`src/rtl/dplca_txop_select.sv`:
```
// dplca_txop_select -- local TXOP ID scheduler for the DPLCA sublayer.
// On a rising edge of dplca_txop_table_upd the block walks the claim table
// through a synchronous read port and claims the first entry that is not
// HARD, publishing it as local_nodeID.
// Optional feature macro: DPLCA_RANDOM_START_EN (LFSR-chosen scan start ID).
module dplca_txop_select #(
  parameter int unsigned LOCAL_ID_MIN = 1
) (
  input  logic       clk,
  input  logic       reset,
  input  logic       dplca_en,
  input  logic       dplca_txop_table_upd,
  input  logic [7:0] max_id,
  input  logic       own_collision,
  output logic       tbl_rd_en,
  output logic [7:0] tbl_rd_addr,
  input  logic [1:0] tbl_rd_data,
  output logic [7:0] local_nodeID,
  output logic       id_valid,
  output logic       id_lost,
  output logic       scan_busy,
  output logic       no_free
);

  localparam logic [7:0] ID_MIN     = 8'(LOCAL_ID_MIN);
  localparam logic [1:0] ENTRY_HARD = 2'b01;

  typedef enum logic [2:0] {
    S_IDLE,
    S_WAIT_UPD,
    S_SCAN,
    S_CLAIMED,
    S_FAIL
  } state_t;

  state_t     state_q, state_d;
  logic       upd_q;
  logic       upd_rise_q;
  logic [7:0] addr_q, addr_d;
  logic [8:0] remaining_q, remaining_d;   // reads still to issue this scan
  logic [7:0] max_q, max_d;               // max_id frozen at scan start
  logic       cmp_valid_q;                // a read was issued last cycle
  logic [7:0] cmp_addr_q;                 // address of that read
  logic [7:0] node_q, node_d;
  logic       id_valid_q, id_valid_d;
  logic       id_lost_q, id_lost_d;
  logic       no_free_q, no_free_d;
  logic [7:0] lost_id_q, lost_id_d;
  logic       lost_valid_q, lost_valid_d;

  logic       rd_en;
  logic       rise_window;
  logic       range_empty;
  logic [8:0] scan_len;
  logic [7:0] start_id;
  logic [7:0] addr_wrap;
  logic       cmp_hard;

`ifdef DPLCA_RANDOM_START_EN
  logic [7:0] lfsr_q;
  logic       lfsr_in_range;

  // Free-running Fibonacci LFSR, x^8 + x^6 + x^5 + x^4 + 1.
  always_ff @(posedge clk or posedge reset) begin
    if (reset) lfsr_q <= 8'hA5;
    else       lfsr_q <= {lfsr_q[6:0], lfsr_q[7] ^ lfsr_q[5] ^ lfsr_q[4] ^ lfsr_q[3]};
  end

  assign lfsr_in_range = (lfsr_q >= ID_MIN) && (lfsr_q <= max_id);
  assign start_id      = lfsr_in_range ? lfsr_q : ID_MIN;
`else
  assign start_id = ID_MIN;
`endif

  // Reads are issued only in SCAN and only while candidates remain, so a
  // full-table scan issues exactly one read per candidate.
  assign rd_en       = (state_q == S_SCAN) && (remaining_q != 9'd0);
  assign range_empty = (max_id < ID_MIN);
  assign scan_len    = {1'b0, max_id} - {1'b0, ID_MIN} + 9'd1;
  assign addr_wrap   = (addr_q == max_q) ? ID_MIN : addr_q + 8'd1;
  // The ID we just lost counts as HARD so the next scan steps past it.
  assign cmp_hard    = (tbl_rd_data == ENTRY_HARD) ||
                       (lost_valid_q && (cmp_addr_q == lost_id_q));
  // Update edges are only accepted when a scan may follow; edges seen in
  // CLAIMED (including one coinciding with own_collision) are dropped.
  assign rise_window = (state_q == S_WAIT_UPD) || (state_q == S_FAIL);

  // Registered rising-edge detector on the table-update strobe.
  // NOTE: sequential state uses non-blocking assignments so every register samples pre-edge values.
  always_ff @(posedge clk or posedge reset) begin
    if (reset) begin
      upd_q      <= 1'b0;
      upd_rise_q <= 1'b0;
    end else begin
      upd_q      <= dplca_txop_table_upd;
      upd_rise_q <= dplca_txop_table_upd & ~upd_q & dplca_en & rise_window;
    end
  end

  // State, scan bookkeeping and output registers.
  always_ff @(posedge clk or posedge reset) begin
    if (reset) begin
      state_q      <= S_IDLE;
      addr_q       <= '0;
      remaining_q  <= '0;
      max_q        <= '0;
      cmp_valid_q  <= 1'b0;
      cmp_addr_q   <= '0;
      node_q       <= '0;
      id_valid_q   <= 1'b0;
      id_lost_q    <= 1'b0;
      no_free_q    <= 1'b0;
      lost_id_q    <= '0;
      lost_valid_q <= 1'b0;
    end else begin
      state_q      <= state_d;
      addr_q       <= addr_d;
      remaining_q  <= remaining_d;
      max_q        <= max_d;
      cmp_valid_q  <= rd_en;
      cmp_addr_q   <= addr_q;
      node_q       <= node_d;
      id_valid_q   <= id_valid_d;
      id_lost_q    <= id_lost_d;
      no_free_q    <= no_free_d;
      lost_id_q    <= lost_id_d;
      lost_valid_q <= lost_valid_d;
    end
  end

  // Next-state logic: scan walk, claim, fail and collision handling.
  // NOTE: every output of this block gets a default first, so no path can infer a latch.
  always_comb begin
    state_d      = state_q;
    addr_d       = addr_q;
    remaining_d  = remaining_q;
    max_d        = max_q;
    node_d       = node_q;
    id_valid_d   = id_valid_q;
    id_lost_d    = 1'b0;
    no_free_d    = no_free_q;
    lost_id_d    = lost_id_q;
    lost_valid_d = lost_valid_q;

    if (!dplca_en) begin
      state_d      = S_IDLE;
      addr_d       = '0;
      remaining_d  = '0;
      node_d       = '0;
      id_valid_d   = 1'b0;
      no_free_d    = 1'b0;
      lost_id_d    = '0;
      lost_valid_d = 1'b0;
    end else begin
      case (state_q)
        S_IDLE: state_d = S_WAIT_UPD;

        S_WAIT_UPD: begin
          if (upd_rise_q) begin
            if (range_empty) begin
              state_d      = S_FAIL;
              no_free_d    = 1'b1;
              lost_id_d    = '0;
              lost_valid_d = 1'b0;
            end else begin
              state_d     = S_SCAN;
              addr_d      = start_id;
              remaining_d = scan_len;
              max_d       = max_id;
              no_free_d   = 1'b0;
            end
          end
        end

        S_SCAN: begin
          if (rd_en) begin
            addr_d      = addr_wrap;
            remaining_d = remaining_q - 9'd1;
          end
          if (cmp_valid_q) begin
            if (!cmp_hard) begin
              state_d      = S_CLAIMED;
              node_d       = cmp_addr_q;
              id_valid_d   = 1'b1;
              lost_id_d    = '0;
              lost_valid_d = 1'b0;
            end else if (remaining_q == 9'd0) begin
              // The compare just made was for the last candidate.
              state_d      = S_FAIL;
              no_free_d    = 1'b1;
              lost_id_d    = '0;
              lost_valid_d = 1'b0;
            end
          end
        end

        S_CLAIMED: begin
          if (own_collision) begin
            state_d      = S_WAIT_UPD;
            id_valid_d   = 1'b0;
            id_lost_d    = 1'b1;
            lost_id_d    = node_q;
            lost_valid_d = 1'b1;
          end
        end

        S_FAIL: state_d = S_WAIT_UPD;

        default: state_d = S_IDLE;
      endcase
    end
  end

  assign tbl_rd_en    = rd_en;
  assign tbl_rd_addr  = rd_en ? addr_q : 8'd0;
  assign local_nodeID = node_q;
  assign id_valid     = id_valid_q;
  assign id_lost      = id_lost_q;
  assign scan_busy    = (state_q == S_SCAN);
  assign no_free      = no_free_q;

endmodule

```
`config.mk`:
```
export PLATFORM = sky130hd
export DESIGN_NAME = dplca_txop_select
export DESIGN_NICKNAME = d
export VERILOG_FILES = /design/src/rtl/dplca_txop_select.sv
export SDC_FILE = /design/constraint.sdc
export NUM_CORES = 1
export LEC_CHECK = 0
export ABC_AREA = 1
export CORE_ASPECT_RATIO = 0.8
export CORE_MARGIN = 4
export CORE_UTILIZATION = 50
export CTS_CLUSTER_DIAMETER = 200
export DETAILED_ROUTE_END_ITERATION = 6
export PLACE_DENSITY = 0.74
export SLEW_MARGIN = 0
export SYNTH_ARGS = -nofsm -noshare
export SYNTH_HDL_FRONTEND = slang
export SYNTH_SLANG_ARGS = --single-unit
```
`constraint.sdc`:
```
create_clock -name clk -period 2.3 [get_ports clk]
set_input_delay 0.46 -clock clk [delete_from_list [all_inputs] [get_ports clk]]
set_output_delay 0.46 -clock clk [all_outputs]
set_load 0.01 [all_outputs]
```
Yosys cells after proc, flatten, opt, wreduce, memory -nomap -nowiden
Cells that the tools add are included.
{ "classes": {"addsub": 4, "magnitude_cmp": 1, "n_eq_ne": 23, "mux": 55, "bitwise_logic": 5, "reduce_logical": 15} }
{ "ops": {"columns": ["operator", "n"], "rows": [
  ["8-bit two-way mux", 17],
  ["9-bit two-way mux", 4],
  ["8-bit one-hot mux with 3 select lines", 1],
  ["3-bit two-way mux", 7],
  ["1-bit two-way mux", 20],
  ["9-bit one-hot mux with 2 select lines", 1],
  ["8-bit == test", 2],
  ["8-bit one-hot mux with 2 select lines", 1],
  ["4-bit AND reduction", 4],
  ["3-bit != test (second input constant)", 5],
  ["3-bit by 2-bit != test with 1-bit output (second input constant)", 4],
  ["3-bit one-hot mux with 4 select lines", 1],
  ["9-bit by 1-bit adder with 9-bit output (second input constant)", 1],
  ["9-bit logical NOT", 1],
  ["9-bit nonzero test", 1],
  ["8-bit by 1-bit subtractor with 9-bit output (second input constant)", 1],
  ["9-bit by 1-bit subtractor with 9-bit output (second input constant)", 1],
  ["8-bit by 1-bit adder with 8-bit output (second input constant)", 1],
  ["8-bit by 1-bit less-than comparator with 1-bit output (second input constant)", 1],
  ["3-bit by 2-bit == test with 1-bit output (second input constant)", 2],
  ["3-bit by 1-bit != test with 1-bit output (second input constant)", 2],
  ["6-bit AND reduction", 1],
  ["5-bit AND reduction", 1],
  ["2-bit by 1-bit != test with 1-bit output (second input constant)", 2],
  ["15 further kinds", 21]
]} }
{ "word_totals": {"register_bits": 59, "inputBits": 15, "output_inout_bits": 21, "elab_cells": 117} }

Longest topological paths before layout
{ "depth": {"depth_word": 7, "mapped_depth": 12, "ltp_nobuf": 12} }

Worst setup path before layout
OpenSTA, ideal clock, no wires.
{ "synth_timing": {"path_type": "register to output", "from": "register remaining_q[0]", "to": "output tbl_rd_addr[1]", "arrival_ns": 1.434, "required_time_ns": 1.840, "path_slack_ns": 0.406, "path_stages_with_launch": 8, "path_buffers": 0, "cell_sequence": "dfrtp_1 -> inv_1 -> ha_1 -> nand4_1 -> nor3_1 -> nor2_1 -> inv_1 -> nor2_1"} }
{ "synth_via": {"elab_chain_cells": 3} }
{ "synth_rtl": {"columns": ["item", "line", "rtl"], "rows": [
  ["from (decl)", "40", "logic [8:0] remaining_q, remaining_d;"],
  ["from (signal assigned)", "118", "remaining_q <= remaining_d;"],
  ["9-bit nonzero test", "77", "assign rd_en = (state_q == S_SCAN) && (remaining_q != 9'd0);"],
  ["1-bit logical AND", "77", null],
  ["named net tbl_rd_en", "15", "output logic tbl_rd_en,"],
  ["8-bit two-way mux", "215", "assign tbl_rd_addr = rd_en ? addr_q : 8'd0;"],
  ["to (decl)", "16", "output logic [7:0] tbl_rd_addr,"]
]} }
The timed path passes the listed nets, and every way through them passes these cells.

Worst setup path in the final report
{ "layout_timing": {"from": "register remaining_q[0]", "to": "output tbl_rd_addr[7]"} }
{ "layout_via": {"elab_chain_cells": 3} }
{ "layout_rtl": {"columns": ["item", "line"], "rows": [
  ["9-bit nonzero test", "77"],
  ["1-bit logical AND", "77"],
  ["8-bit two-way mux", "215"]
]} }
Every way passes these cells.

==> summary.md <==
| Metric | Value |
|---|---|
| Startpoint Class | flop |
| RSZ-0062 raised after global routing | yes |
| Initial antenna violation count | 0 |
| Final Setup Violations | 0 |
| Sequential-to-total area share from yosys stat | 47.68% |
| Critical-path cell list | inv_2 > ha_4 > nand4_1 > nor3_2 > nor2_2 > inv_2 > buf_4 > nor2_1 > buf_2 |
| Ratio of total power to cell area | 935.7 nW/µm² |
| GPL Wtd Cong | 0.8911 |
| GRT overflow | 0 |
| Worst Path Required | between 1.5 and 2 ns |
| FF+latch count, synth | between 50 and 60 |
| Max Cap Viol | 0 |
| Fillers | a little over 500 |
| Fin crit period | ~2.2 ns |
| R2R Path Start | remaining_q[0] |
| Worst-margin pin slew | 0.3132 ns |
| Cell Area, Synth | 3097 µm² |
| DR vias | 2698 |
| CP Class | flop to output port |
| Inserted Clock Buffers | 9 |
| Final HPWL DP | 4866 µm |
| Top cell by count, worst path | inv_2 |
| Core Area | 5943 µm² |
| # port buffers | 35 |
| Die height | 78.39 µm |
| Peak VDD IR | ~0.62 mV |
| Clk Latency, worst-skew pair | 0.35 ns |
| Fin nets | ~480 |
| Total GRT Usage | 20.91% |
| Initial core utilization | 52.11% |
| Initial DRT Pass Iterations | 4 |
| Yosys warns | 0 |
| Leakage | about 1.9 nW |
| Final Hold Vio Count | 0 |
| Outcome | finished clean |
| Clk slew on worst S/H paths | 0.07 ns |
| Vias in the first global route | 2606 |
| Final slew viol count | 0 |
| Final Non-Filler Cells | roughly 550 |
| Syn_area_per_cell | 7.609 µm² |
| Die Span X | roughly 96 µm |
| Die area | around 7500 µm² |
| H-tree levels | 3 |
| Largest net degree at the start of global routing | 60 |
| CTS tree | yes |
| First-pass GRT wire length | 12150 µm |
| Net Count, Synth | 424 |
| Syn Inst Count | 407 |
| P&R area growth vs syn | 23.35% |
| Crit path DAT | 1.76 ns |
| Layout cells sized above 1 | 12.47% |
| Max FO, Critical Path | 3 |
| Clock Path Buffers | 2 |
| Post-route ant nets | 0 |
| Maximum clock rate | 451.1 MHz |
| Slowest library cell on the worst path | dfrtp_1 |
| Dpl cells | 526 |
| DRT iter0 DRCs | 170 |
| Root Driver | clkbuf_8 |
| DR DRC count | 0 |
| Cell Rows | 25 |
| Slew headroom | 79.05% |
| Wire per inst | 12.56 µm |
| HP Class | flop to flop |
| Synth cell types | 29 |
| Hold_sp | upd_q |
| Setup Skew | 0.007775 ns |
| Final wirelength | slightly below 7000 µm |
| Worst setup EP type | output port |
| I/O pins | 36 |
| CP peak stage delay | 0.39 ns |
| Clk sinks | 59 |
| Final antenna diode count | 0 |
| Vias per cell | slightly below 5 |
| Placement Cell Area | 3607 µm² |
| Final Cell Area | 3820 µm² |
| Post-route clock period utilization | between 90% and 100% |
| CP Launch Point | remaining_q[0] |
==> kinds of logic after synthesis <==
kind of cell | after synthesis | synth area share (%)
fa+ha+maj | 2 | 0.8080
buf+inv | 71 | 9.292
compound gates | 56 | 9.454
simple gates | 201 | 27.68
xor+xnor | 18 | 5.091
flops | 59 | 47.68
==> routing by layer <==
layer | vias up | global-route usage (%) | routed length, µm | part of all wire [%]
met4 | 0 | 6.818 | 93 | 1.4
met3 | 11 | 6.226 | 370 | 5.4
met1 | 1232 | 28.92 | 3333 | 49
li1 | 1384 | - | - | -
met5 | - | 0 | 0 | 0
met2 | 71 | 31.29 | 3059 | 45
==> worst paths after layout <==
| kind | end | slack (ns) | cells past startpoint |
|---|---|---|---|
| worst max-delay path | tbl_rd_addr[7] | 0.08 | 9 |
| worst min register to register | upd_rise_q | 0.41 | 1 |
| worst min-delay path | upd_rise_q | 0.41 | 1 |
| min in group asynchronous | no_free | 0.49 | 3 |
| max in group asynchronous | remaining_q[2] | 1.54 | 3 |
| worst max register to register | addr_q[3] | 0.46 | 9 |
==> cells in the mapped netlist, drive strengths merged <==
cell / number / area, µm²
clkbuf: 6 / 25.02
dfrtp: 59 / 1476
nand3b: 1 / 20.02
nor3: 3 / 15.01
xor2: 9 / 78.83
o21ai: 41 / 205.2
a21oi: 9 / 45.04
nor2: 39 / 163.9
a22oi: 4 / 30.03
ha: 2 / 25.02
inv: 58 / 217.7
clkinv: 1 / 3.750
nand4: 9 / 56.30
buf: 6 / 41.28
nand2: 123 / 464.2
nor4: 1 / 6.260
o22ai: 2 / 12.51
or2: 1 / 6.260
xnor2: 9 / 78.83
nand3: 24 / 125.1
==> flip-flops by register name, indices dropped and copies added (netlist names) <==
signal	cells
addr_q	8
cmp_addr_q	8
cmp_valid_q	1
id_lost	1
id_valid	1
local_nodeID	8
lost_id_q	8
lost_valid_q	1
max_q	8
no_free	1
remaining_q	9
state_q	3
upd_q	1
upd_rise_q	1
==> worst max-delay path: cells and delay by family (launching register included) <==
family	cells	cell delay (ns)
flops	1	0.39
fa+ha+maj	1	0.13
buf+inv	4	0.46
simple gates	4	0.44
==> per-stage QoR <==
stage,setup TNS [ns],power [mW],utilization (%),worst slack [ns],hold slack (ns)
3_3_place_gp,0,2.613,60.69,0.05651,0.4072
4_1_cts,0,3.553,63.83,0.01770,0.4119
6_report,0,3.574,64.27,0.08306,0.4065
5_1_grt,-0.05620,3.845,64.27,-0.02014,0.4365
2_1_floorplan,0,2.261,-,0.3837,0.3487
3_5_place_dp,0,2.640,60.69,0.01352,0.3967
==> what timing repair did <==
item | CTS | global route
pin swaps | 2 | 2
setup buffers | 3 | 1
resized for setup | 38 | 4
endpoints found under the setup margin | 10 | 9
hold buffers | 0 | 0
==> placed cells by master (no fill, tap or decap), types with 3 or more instances in the layout <==
| cell | count |
|---|---|
| xnor2_1 | 9 |
| buf_2 | 7 |
| o21ai_1 | 3 |
| inv_2 | 5 |
| clkdlybuf4s50_1 | 25 |
| buf_4 | 16 |
| clkbuf_8 | 10 |
| nand2_1 | 122 |
| a22oi_1 | 4 |
| clkinvlp_4 | 3 |
| nor2_1 | 33 |
| xor2_1 | 9 |
| o21ai_0 | 38 |
| inv_1 | 53 |
| nand3_1 | 23 |
| a21oi_1 | 9 |
| nor2_2 | 4 |
| nand4_1 | 9 |
| dfrtp_1 | 59 |
==> area by class of cell <==
cell class / count / area (µm²) / area share (%)
sequential: 59 / 1476 / 38.65
multi-input combinational: 277 / 1358 / 35.54
timing repair buffer: 54 / 484.2 / 12.68
inverter: 59 / 221.5 / 5.798
clock buffer: 10 / 137.6 / 3.603
tap: 81 / 101.3 / 2.653
clock inverter: 6 / 41.29 / 1.081
==> power by group <==
group | leakage, nW | internal, mW | switching [mW]
combinational | 0.965 | 0.551 | 0.805
sequential | 0.803 | 1.22 | 0.142
clock | 0.0843 | 0.417 | 0.438
Note: power is estimated with default switching activity, not from simulation.
